`config.mk`:
```
export PLATFORM = sky130hd
export DESIGN_NAME = fpu_fp64_to_fp32_flat
export DESIGN_NICKNAME = d
export VERILOG_FILES = /design/src/rtl/fpu_fp64_to_fp32_if.sv /design/src/rtl/fpu_fp64_to_fp32.sv /design/src/flat_wrapper.sv
export SDC_FILE = /design/constraint.sdc
export NUM_CORES = 1
export LEC_CHECK = 0
export ABC_CLOCK_PERIOD_IN_PS = 3850
export CAP_MARGIN = 20
export CORE_MARGIN = 3
export CORE_UTILIZATION = 38
export DETAILED_ROUTE_END_ITERATION = 6
export PLACE_DENSITY_LB_ADDON = 0.12
export SYNTH_ARGS = -nofsm -noshare
export SYNTH_HDL_FRONTEND = slang
export SYNTH_SLANG_ARGS = --single-unit
```
`constraint.sdc`:
```
create_clock -name clk -period 3.85 [get_ports clk]
set_clock_uncertainty 0.05 [all_clocks]
set_input_delay 1.155 -clock clk [delete_from_list [all_inputs] [get_ports clk]]
set_output_delay 1.155 -clock clk [all_outputs]
set_load 0.01 [all_outputs]
```
`src/rtl/fpu_fp64_to_fp32_if.sv`:
```
// Handshake bundle for the binary64 -> binary32 narrowing converter.
// The master drives operands and consumes results; the slave is the converter.
interface fpu_fp64_to_fp32_if;
  logic        in_valid;
  logic        in_ready;
  logic [63:0] src;
  logic        out_valid;
  logic        out_ready;
  logic [31:0] dst;
  logic        flg_ovf;
  logic        flg_unf;
  logic        flg_inx;

  modport master (
    output in_valid, src, out_ready,
    input  in_ready, out_valid, dst, flg_ovf, flg_unf, flg_inx
  );

  modport slave (
    input  in_valid, src, out_ready,
    output in_ready, out_valid, dst, flg_ovf, flg_unf, flg_inx
  );
endinterface

```
`src/rtl/fpu_fp64_to_fp32.sv`:
```
// Two-stage binary64 -> binary32 narrowing converter (classify, then round/pack).
// Define FPU_F64TO32_DENORM_EN for gradual underflow; otherwise tiny results flush to zero.
module fpu_fp64_to_fp32 (
  input  logic                     clk,
  input  logic                     reset,
  fpu_fp64_to_fp32_if.slave        bus
);

  typedef enum logic [1:0] {CLS_ZERO, CLS_INF, CLS_NAN, CLS_FIN} cls_t;

  logic              adv1, adv2;

  logic [10:0]       in_e;
  logic [51:0]       in_f;
  cls_t              in_cls;
  logic signed [11:0] in_eb;

  logic              s1_valid;
  logic              s1_sign;
  cls_t              s1_cls;
  logic signed [11:0] s1_eb;
  logic [22:0]       s1_m;
  logic              s1_g;
  logic              s1_sticky;

  logic              s2_valid;
  logic [31:0]       s2_dst;
  logic              s2_ovf, s2_unf, s2_inx;

  logic [31:0]       nx_dst;
  logic              nx_ovf, nx_unf, nx_inx;
  logic              inc;
  logic [23:0]       mr;
  logic [8:0]        exp9;

`ifdef FPU_F64TO32_DENORM_EN
  logic [11:0]       sh;
  logic [49:0]       wide;
  logic [23:0]       dm;
  logic              dg, ds, dinc;
  logic [23:0]       dr;
`endif

  assign adv2         = !s2_valid || bus.out_ready;
  assign adv1         = !s1_valid || adv2;
  assign bus.in_ready = adv1;

  assign in_e  = bus.src[62:52];
  assign in_f  = bus.src[51:0];
  assign in_eb = $signed({1'b0, in_e}) - 12'sd896;

  // A zero exponent covers double denormals too: they are far below binary32 range.
  always_comb begin
    in_cls = CLS_FIN;
    if (in_e == 11'd0)
      in_cls = CLS_ZERO;
    else if (in_e == 11'h7FF)
      in_cls = (in_f == 52'd0) ? CLS_INF : CLS_NAN;
  end

  always_ff @(posedge clk) begin
    if (reset) begin
      s1_valid <= 1'b0;
    end else if (adv1) begin
      s1_valid  <= bus.in_valid;
      s1_sign   <= bus.src[63];
      s1_cls    <= in_cls;
      s1_eb     <= in_eb;
      s1_m      <= in_f[51:29];
      s1_g      <= in_f[28];
      s1_sticky <= |in_f[27:0];
    end
  end

  assign inc  = s1_g && (s1_sticky || s1_m[0]);
  assign mr   = {1'b0, s1_m} + {23'd0, inc};
  assign exp9 = {1'b0, s1_eb[7:0]} + {8'd0, mr[23]};

`ifdef FPU_F64TO32_DENORM_EN
  // Denormalise by 1-eb with the hidden bit restored; shifted-out bits feed sticky.
  assign sh   = 12'sd1 - s1_eb;
  assign wide = {1'b1, s1_m, s1_g, 25'd0} >> sh[4:0];
  assign dm   = wide[49:26];
  assign dg   = wide[25];
  assign ds   = s1_sticky || (|wide[24:0]);
  assign dinc = dg && (ds || dm[0]);
  assign dr   = dm + {23'd0, dinc};
`endif

  always_comb begin
    nx_dst = 32'd0;
    nx_ovf = 1'b0;
    nx_unf = 1'b0;
    nx_inx = 1'b0;
    case (s1_cls)
      CLS_ZERO: nx_dst = {s1_sign, 31'd0};
      CLS_INF:  nx_dst = {s1_sign, 8'hFF, 23'd0};
      CLS_NAN:  nx_dst = {s1_sign, 8'hFF, 1'b1, s1_m[21:0]};
      default: begin
        if (s1_eb >= 12'sd255) begin
          nx_dst = {s1_sign, 8'hFF, 23'd0};
          nx_ovf = 1'b1;
          nx_inx = 1'b1;
        end else if (s1_eb >= 12'sd1) begin
          // Mantissa carry-out bumps the exponent and may reach infinity.
          if (exp9 == 9'd255) begin
            nx_dst = {s1_sign, 8'hFF, 23'd0};
            nx_ovf = 1'b1;
            nx_inx = 1'b1;
          end else begin
            nx_dst = {s1_sign, exp9[7:0], mr[22:0]};
            nx_inx = s1_g || s1_sticky;
          end
        end else begin
`ifdef FPU_F64TO32_DENORM_EN
          if (s1_eb < -12'sd24) begin
            nx_dst = {s1_sign, 31'd0};
            nx_unf = 1'b1;
            nx_inx = 1'b1;
          end else begin
            nx_dst = {s1_sign, 7'd0, dr[23], dr[22:0]};
            nx_inx = dg || ds;
            nx_unf = dg || ds;
          end
`else
          nx_dst = {s1_sign, 31'd0};
          nx_unf = 1'b1;
          nx_inx = 1'b1;
`endif
        end
      end
    endcase
  end

  // Flags are forced low whenever the stage holds a bubble.
  always_ff @(posedge clk) begin
    if (reset) begin
      s2_valid <= 1'b0;
      s2_dst   <= 32'd0;
      s2_ovf   <= 1'b0;
      s2_unf   <= 1'b0;
      s2_inx   <= 1'b0;
    end else if (adv2) begin
      s2_valid <= s1_valid;
      s2_dst   <= nx_dst;
      s2_ovf   <= s1_valid && nx_ovf;
      s2_unf   <= s1_valid && nx_unf;
      s2_inx   <= s1_valid && nx_inx;
    end
  end

  assign bus.out_valid = s2_valid;
  assign bus.dst       = s2_dst;
  assign bus.flg_ovf   = s2_ovf;
  assign bus.flg_unf   = s2_unf;
  assign bus.flg_inx   = s2_inx;

endmodule

```
`src/flat_wrapper.sv`:
```
// flat-port wrapper written by rule: the top's interface ports become plain ports
module fpu_fp64_to_fp32_flat 
  (clk, reset, bus_in_valid, bus_src, bus_out_ready, bus_in_ready, bus_out_valid, bus_dst, bus_flg_ovf, bus_flg_unf, bus_flg_inx);
  fpu_fp64_to_fp32_if bus_i ();
  input  logic clk;
  input  logic reset;
  input wire logic [$bits(bus_i.in_valid)-1:0] bus_in_valid;
  input wire logic [$bits(bus_i.src)-1:0] bus_src;
  input wire logic [$bits(bus_i.out_ready)-1:0] bus_out_ready;
  output wire logic [$bits(bus_i.in_ready)-1:0] bus_in_ready;
  output wire logic [$bits(bus_i.out_valid)-1:0] bus_out_valid;
  output wire logic [$bits(bus_i.dst)-1:0] bus_dst;
  output wire logic [$bits(bus_i.flg_ovf)-1:0] bus_flg_ovf;
  output wire logic [$bits(bus_i.flg_unf)-1:0] bus_flg_unf;
  output wire logic [$bits(bus_i.flg_inx)-1:0] bus_flg_inx;
  assign bus_i.in_valid = bus_in_valid;
  assign bus_i.src = bus_src;
  assign bus_i.out_ready = bus_out_ready;
  assign bus_in_ready = bus_i.in_ready;
  assign bus_out_valid = bus_i.out_valid;
  assign bus_dst = bus_i.dst;
  assign bus_flg_ovf = bus_i.flg_ovf;
  assign bus_flg_unf = bus_i.flg_unf;
  assign bus_flg_inx = bus_i.flg_inx;
  fpu_fp64_to_fp32 u_core (.clk(clk), .reset(reset), .bus(bus_i));
endmodule
```
After elaboration in Yosys (flattened, before gate mapping). Index checks and enable logic that the tools add are counted.

Bits in registers: 77. Bits of input ports: 68. Word-level logic and storage cells: 55.

Add/sub/neg operators: 3. $lt $le $gt $ge: 2. Equality and inequality tests: 4. Muxes and demuxes: 17. Bitwise gates (word level): 1. Reduce and logical (&&, ||, !) cells: 16.

Operators by type and width (count): two-way mux 31 bit (3); one-hot mux 31 bit (3 select lines) (1); logical NOT 52 bit (1); OR reduction 28 bit (1); adder 23 x 1 -> 24 bit (1); >= comparator 12 x 2 -> 1 bit (second input constant) (1); >= comparator 12 x 9 -> 1 bit (second input constant) (1); subtractor 11 x 10 -> 12 bit (second input constant) (1); equality test 11 bit (second input constant) (1); logical NOT 11 bit (1); two-way mux 1 bit (11); adder 8 x 1 -> 9 bit (1); equality test 9 x 8 -> 1 bit (second input constant) (1); logical AND 1 bit (4); logical OR 1 bit (4); two-way mux 2 bit (2); OR reduction 3 bit (1); equality test 2 x 1 -> 1 bit (second input constant) (1); equality test 2 bit (second input constant) (1); logical NOT 1 bit (2); logical NOT 2 bit (1); AND reduction 2 bit (1); inverter 1 bit (1).

Depth between registers and ports, before layout. Gate-level depths: netlist of run 1.

Depth in word-level cells: 10. Depth in mapped cells: 15. Gate-level depth less buffers: 13.

Least setup slack after synthesis of run 1. Ideal clock, no wire load.

Path kind: input -> register. From: input port bus_out_ready. To: register u_core.s1_cls[0], enable pin. Setup time: 451 ps. Arrival: 3617 ps. Required time: 3349 ps. Path slack: -268 ps. Stages: 4. Cells stage by stage: nor2b_1 clkbuf_1 clkbuf_1 a21oi_1.

Longest elaborated chain between the ends: 3.

RTL lines: start, declared (RTL line flat_wrapper.sv:9) `input wire logic [$bits(bus_i.out_ready)-1:0] bus_out_ready;`; logical OR 1 bit (RTL line fpu_fp64_to_fp32.sv:44) `assign adv2 = !s2_valid || bus.out_ready;`; logical OR 1 bit (RTL line fpu_fp64_to_fp32.sv:45) `assign adv1 = !s1_valid || adv2;`; AND reduction 2 bit (no source line); end signal, assigned (RTL line fpu_fp64_to_fp32.sv:67) `s1_cls <= in_cls;`; end, declared (RTL line fpu_fp64_to_fp32.sv:20) `cls_t s1_cls;`.

No other way between the ends. A chain may end at the register's enable or synchronous reset.

Worst setup path in the final report of run 1.
From: register u_core.s1_m[0]. To: register u_core.s2_dst[1], in the netlist u_core.bus.dst[1].

Longest elaborated chain between the ends: 9.

RTL lines: start, declared (RTL line fpu_fp64_to_fp32.sv:22) `logic [22:0] s1_m;`; start signal, assigned (RTL line fpu_fp64_to_fp32.sv:69) `s1_m <= in_f[51:29];`; logical OR 1 bit (RTL line fpu_fp64_to_fp32.sv:75) `assign inc = s1_g && (s1_sticky || s1_m[0]);`; logical AND 1 bit (RTL line fpu_fp64_to_fp32.sv:75); adder 23 x 1 -> 24 bit * (RTL line fpu_fp64_to_fp32.sv:76) `assign mr = {1'b0, s1_m} + {23'd0, inc};`; adder 8 x 1 -> 9 bit (RTL line fpu_fp64_to_fp32.sv:77) `assign exp9 = {1'b0, s1_eb[7:0]} + {8'd0, mr[23]};`; equality test 9 x 8 -> 1 bit (RTL line fpu_fp64_to_fp32.sv:106) `if (exp9 == 9'd255) begin`; two-way mux 31 bit * (RTL line fpu_fp64_to_fp32.sv:106); two-way mux 31 bit * (RTL line fpu_fp64_to_fp32.sv:104) `end else if (s1_eb >= 12'sd1) begin`; two-way mux 31 bit * (RTL line fpu_fp64_to_fp32.sv:100) `if (s1_eb >= 12'sd255) begin`; one-hot mux 31 bit (3 select lines) * (RTL line fpu_fp64_to_fp32.sv:95) `case (s1_cls)`; end signal, assigned (RTL line fpu_fp64_to_fp32.sv:145) `s2_dst <= nx_dst;`; end, declared (RTL line fpu_fp64_to_fp32.sv:27) `logic [31:0] s2_dst;`.

Every way passes the cells marked *; elsewhere a longest branch is shown, timed or not.

==> results of run 1 <==
-- registers in the layout, summed over array words and instances (netlist names) --
name	flops
u_core.s1_eb	12
u_core.s1_sign	1
u_core.s1_valid	1
u_core.bus.flg_ovf	1
u_core.s1_sticky	1
u_core.s1_cls	2
u_core.bus.flg_unf	1
u_core.s1_m	23
u_core.bus.out_valid	1
u_core.bus.flg_inx	1
u_core.bus.dst	32
u_core.s1_g	1
-- layer usage --
layer  vias up  track usage (%)  routed length, µm
met3        11            3.839                750
li1       1709                -                  -
met5         -                0                  0
met1      1570            27.53               5004
met4         0            5.410                129
met2       134            25.65               4263
-- power groups by stage --
stage          combinational, µW  clock (µW)  sequential (µW)
6_report                     272         666              957
5_1_grt                      298         726              964
3_5_place_dp                 273           0              975
2_1_floorplan                122           0              971
3_3_place_gp                 269           0              975
4_1_cts                      274         682              956
-- metrics by stage --
| step | instances | instance area, µm² | total power, µW | setup slack (ns) | hold WS, ns |
|---|---|---|---|---|---|
| floorplan | 398 | 3916 | 1093 | 0.5721 | 0.4261 |
| global placement | 620 | 5069 | 1244 | 0.3760 | 0.3890 |
| detailed placement | 620 | 5069 | 1249 | 0.3155 | 0.4008 |
| CTS | 636 | 5290 | 1912 | 0.3053 | 0.4100 |
| global route | 636 | 5290 | 1987 | 0.01951 | 0.4495 |
| finish | 636 | 5290 | 1895 | 0.3362 | 0.4064 |
-- cell families after synthesis --
family	Yosys count	share of synthesized area, %
AOI/OAI and AO/OA	97	18.45
xor gates and xnor gates	13	2.910
adders and majority gates	8	2.558
buffers and inverters	24	3.070
DFF	77	49.63
and+or+nand+nor	179	23.38
-- worst max-delay path: cells and delay by family (launching register included) --
family | cells | cell delay (ns)
adders and majority gates | 3 | 0.71
DFF | 1 | 0.38
and+or+nand+nor | 6 | 1.42
AOI/OAI and AO/OA | 4 | 0.88
-- cells in the final DEF (no fill, tap or decap), types with 6 or more instances in the layout --
cell and count:
dfxtp_1 37, a211oi_1 8, o21ai_1 11, ha_1 8
xnor2_1 6, clkdlybuf4s50_1 104, nor3_1 24, nor4_1 23
and3_1 13, a211oi_2 10, nand2_1 26, a22oi_1 9
o21ai_0 9, clkbuf_8 9, nand3_1 14, edfxtp_1 40
nor2_1 48, xor2_1 7, a21oi_1 25, nand4_1 11
-- final cells by class --
type,instances,area share (%)
multi-input combinational,297,35.29
inverter,4,0.2838
tap,133,3.146
clock buffer,9,2.342
sequential,77,36.71
timing repair buffer,109,20.39
clock inverter,7,1.845
-- cells in the mapped netlist, types with 8 or more instances --
| library cell | number |
|---|---|
| and3_1 | 13 |
| nor2_1 | 48 |
| a211oi_1 | 8 |
| a22oi_1 | 9 |
| nand2_1 | 26 |
| a211oi_2 | 10 |
| o21ai_0 | 9 |
| a21oi_1 | 26 |
| nor4_1 | 23 |
| edfxtp_1 | 40 |
| o21ai_1 | 11 |
| nand3_1 | 14 |
| clkbuf_1 | 11 |
| nor3_1 | 24 |
| nand4_1 | 11 |
| dfxtp_1 | 37 |
| ha_1 | 8 |
-- final timing paths --
path | startpoint | end | slack [ns] | depth (start not counted)
setup / recovery | u_core.s1_m[0]$_DFFE_PP_ | u_core.bus.dst[1]$_SDFFE_PP0P_ | 0.34 | 13
hold / removal | u_core.bus.dst[31]$_SDFFE_PP0P_ | u_core.bus.dst[31]$_SDFFE_PP0P_ | 0.41 | 2
setup reg to reg | u_core.s1_m[0]$_DFFE_PP_ | u_core.bus.dst[1]$_SDFFE_PP0P_ | 0.34 | 13
hold reg to reg | u_core.bus.dst[31]$_SDFFE_PP0P_ | u_core.bus.dst[31]$_SDFFE_PP0P_ | 0.41 | 2
==> impl_metrics.toml, run 1 <==
[status]
status = "completed"

[final_layout]
seq_area_mm2 = 0.001942
multi_input_area_mm2 = 0.001867
drive_above_1_share_pct = 8.549
num_antenna_cells = 0
area_growth_pct = 35.21
fillerInstances = 919
finalNetCount = 574
final_util_pct = 53.38

[sta]
slew_headroom_pct = 33.15
setup_tns_ns = 0
tightestPinTransition_ns = 0.9982
hold_violations = 0
post-route-period-util_pct = 91.27
slew_violations = 0
setup_viol = 0
min_period_ns = 3.514
rsz0062_at_grt = "false"
fmaxAchievable_mhz = 284.6

[route]
antenna_left = 0
remaining_drc_errors = 0
drt-initial-drc-count = 147
vias = 3424
dr.pass1.iters = 5
wl_um = 10150
vias_per_cell = 5.384
routedWlPerCell_um = 15.96

[pwr]
vdd_drop_max_mv = 0.2044
power_frac_comb_pct = 14.3
clockPowerShare_pct = 35.2
p_sw_uw = 467.5
pwr-share-seq_pct = 50.5
p_int_uw = 1428
p_sw_share_pct = 24.67
pwr_density_cell_mw_per_mm2 = 358.2
leakagePower_uw = 0.001825

[clock_tree]
clk_latency_ns = 0.35
hold_buffers = 0
cts.sinks = 77
htreeDepth = 3
cts_resized = 0
cts_buffers = 9
postCtsSetupRepairBufs = 0
clk_pin_slew_ns = 0.08
clockBufferDepth = 2
root_buffer = "clkbuf_8"
cts_tree = "built"

[logic_synthesis]
synth_top_cell_area_share_pct = 30.70
yosys_warnings = 0
ys_dominant_reg_cell = "edfxtp_1"
synthTopCellsByArea = "edfxtp_1 31%, dfxtp_1 19%, nor2_1 4.6%, nor4_1 3.7%, a21oi_1 3.3%"
ys_types = 52
netlist_area_mm2 = 0.003913
syn_inst = 398
synth_edf_count = 40
synth_nets = 474
ys_seq_area_share_pct = 49.63
ys_ff_latch = 77
avgSynthCellArea_um2 = 9.830
yosysTopAreaCell = "edfxtp_1"
async_flop_share_pct = 0

[setup_path]
critPathMaxStageDelay_ns = 0.46
crit_top_cell = "ha_1"
cp-end-kind = "flip-flop"
crit_fanout = 8
startpoint_type = "flip-flop"
crit_required_ns = 4.07
crit_arrival_ns = 3.73
crit_slowest_cell = "or3_1"
crit_chain = "o21a_1, ha_1, nand3_2, or3_1, nor3_1, ha_1, ha_1, and4_1, nand4b_1, o21ai_1, a211oi_4, a221oi_1, nor3_1"
path_class = "reg -> reg"

[placement]
place.gp.congestion = 0.8395
port-buffer-count = 104
dp_hpwl_um = 7478

[global_route]
grt_max_degree = 40
grt_usage_pct = 18.10
first_global_vias = 3230
grt_pass1_wl_um = 16500
antenna_found_initial = 0
grt_overflow = 0

[min_path]
hold_path_class = "reg -> reg"

[floorplan]
boundaryPins = 105
start_util_pct = 39.48
die_area_mm2 = 0.01155
die_y_um = 107.5
rows = 36
fp.coreArea_mm2 = 0.009910
die_w_um = 107.5

[job]
cap_violations = 0
Power figures use the tool's default switching activity.
==> inputs of run 2 (changes only) <==
--- a/config.mk
+++ b/config.mk
@@ -5,7 +5,7 @@
 export SDC_FILE = /design/constraint.sdc
 export NUM_CORES = 1
 export LEC_CHECK = 0
-export ABC_CLOCK_PERIOD_IN_PS = 3850
+export ABC_CLOCK_PERIOD_IN_PS = 3200
 export CAP_MARGIN = 20
 export CORE_MARGIN = 3
 export CORE_UTILIZATION = 38
==> constraint.sdc (replaced) <==
create_clock -name clk -period 3.2 [get_ports clk]
set_clock_uncertainty 0.05 [all_clocks]
set_input_delay 0.96 -clock clk [delete_from_list [all_inputs] [get_ports clk]]
set_output_delay 0.96 -clock clk [all_outputs]
set_load 0.01 [all_outputs]
==> impl_metrics.toml, run 2 (synthesized netlist as in run 1, its figures left out) <==
[placement]
placed_cell_area_mm2 = 0.005189
pre_cts_ws_ns = -0.1248
place.gp.congestion = 0.8844
port-buffer-count = 104
dp_cells = 633
dp_hpwl_um = 7712

[min_path]
hold_depth = 2
hold_path_class = "reg -> reg"
hp-start = "u_core.bus.dst[31]$_SDFFE_PP0P_"
min_to = "u_core.bus.dst[31]$_SDFFE_PP0P_"

[setup_path]
path_class = "in -> out"
startpoint_type = "primary input"
crit_required_ns = 2.19
r2r_slack_ns = 0.14
rr_worst_depth = 14
r2r-start = "u_core.s1_m[0]$_DFFE_PP_"
crit_fanout = 2
r2r_end = "u_core.bus.dst[12]$_SDFFE_PP0P_"
cp-end-kind = "output pin"
crit_arrival_ns = 2.09

[sta]
slew_violations = 0
min_period_ns = 3.098
post-route-period-util_pct = 96.82
fmaxAchievable_mhz = 322.8
tightestPinTransition_ns = 0.7476
setup_viol = 0
slew_headroom_pct = 49.78
rsz0062_at_grt = "false"
timing.final.ws_setup_ns = 0.1019
hold_violations = 0

[final_layout]
mostFrequentLayoutCell = "clkdlybuf4s50_1"
largest_reg_flops = 32
drive_above_1_share_pct = 12.74
num_antenna_cells = 0
area_growth_pct = 40.68
finalNetCount = 589
fin_cells = 651
final_cell_area_mm2 = 0.005504
layout_common_cells = "104 x clkdlybuf4s50_1, 48 x nor2_1, 40 x edfxtp_1"

[clock_tree]
root_buffer = "clkbuf_8"
clk_latency_ns = 0.35
htreeDepth = 3
cts_tree = "built"
clk_pin_slew_ns = 0.08
hold_buffers = 0
cts.sinks = 77
clockBufferDepth = 2
cts_buffers = 9

[global_route]
antenna_found_initial = 0
grt_usage_pct = 19.03
grt_overflow = 0
grt_pass1_wl_um = 17220
grt_max_degree = 41
first_global_vias = 3424

[route]
wl_met3_um = 795
drt-initial-drc-count = 236
antenna_left = 0
wl_um = 10470
dr_wl_met2_um = 4508
remaining_drc_errors = 0
vias = 3501
vias_per_cell = 5.378
dr.pass1.iters = 5
wl_met1_um = 4971
routedWlPerCell_um = 16.09
top_layer_used = "met4"

[pwr]
leakagePower_uw = 0.001943
pwr_density_cell_mw_per_mm2 = 431.2
vdd_drop_max_mv = 0.1924

[floorplan]
start_util_pct = 39.48
boundaryPins = 105
die_y_um = 107.5
fp.coreArea_mm2 = 0.009910
die_area_mm2 = 0.01155
rows = 36
die_w_um = 107.5

[status]
status = "completed"

[job]
cap_violations = 0
## run 2: changes by cell type in the layout (fill, tap and decap cells not counted), sizes merged
cell / delta
clkinvlp: -1
bufinv: +1
clkbuf: +1
buf: +15
inv: -1
## run 2: how the worst max path moves through the flow
stage	from	to	slack (ns)
6_report	bus_out_ready	bus_in_ready	0.10
5_1_grt	u_core.s1_m[0]$_DFFE_PP_	u_core.bus.dst[0]$_SDFFE_PP0P_	0.005
4_1_cts	u_core.s1_m[0]$_DFFE_PP_	u_core.bus.dst[14]$_SDFFE_PP0P_	0.02
3_5_place_dp	u_core.s1_m[0]$_DFFE_PP_	u_core.bus.dst[14]$_SDFFE_PP0P_	-0.12
3_3_place_gp	u_core.s1_m[0]$_DFFE_PP_	u_core.bus.dst[10]$_SDFFE_PP0P_	0.05
2_1_floorplan	u_core.s1_m[0]$_DFFE_PP_	u_core.bus.dst[7]$_SDFFE_PP0P_	0.15
## run 2: critical path: stages
cell and delay [ns]:
clkdlybuf4s50_1 0.49, nor2b_2 0.05, nand2_1 0.06, clkdlybuf4s50_1 0.52
## run 2: report_power, final
| part | switching [µW] | total [µW] | internal, µW |
|---|---|---|---|
| registers | 50.3 | 1150 | 1100 |
| clock network | 356 | 874 | 518 |
| logic | 159 | 351 | 192 |
## run 2: timing repair
action / in CTS / in global routing
pin swaps: 1 / 8
setup endpoints to repair: 12 / 24
buffers inserted: 1 / 1
resized for setup: 2 / 11
endpoints found under the hold margin: 0 / 0
## run 2: final cells by class
| class | instances | area, µm² |
|---|---|---|
| repair buffers | 124 | 1220 |
| fillers | 892 | 4405 |
| inverters | 4 | 15.01 |
| clock buffers | 10 | 127.6 |
| multi-input cells | 297 | 1922 |
| flip-flops and latches | 77 | 1942 |
| well taps | 133 | 166.4 |
| clock inverters | 6 | 111.4 |
## run 2: metal layers
| layer | vias to the layer above | track usage, % |
|---|---|---|
| met5 | - | 0 |
| met4 | 0 | 8.025 |
| met3 | 14 | 4.499 |
| met2 | 149 | 27.88 |
| met1 | 1592 | 26.90 |
| li1 | 1746 | - |
## run 2: metrics by stage
stage | TNS, ns | hold WS [ns] | total power [µW] | util, %
after floorplan | 0 | 0.4261 | 1315 | -
after global placement | 0 | 0.3902 | 1509 | 52.36
after detailed placement | -0.7365 | 0.3970 | 1515 | 52.36
after CTS | 0 | 0.4082 | 2394 | 54.94
after global routing | 0 | 0.4401 | 2479 | 55.54
final | 0 | 0.4039 | 2373 | 55.54
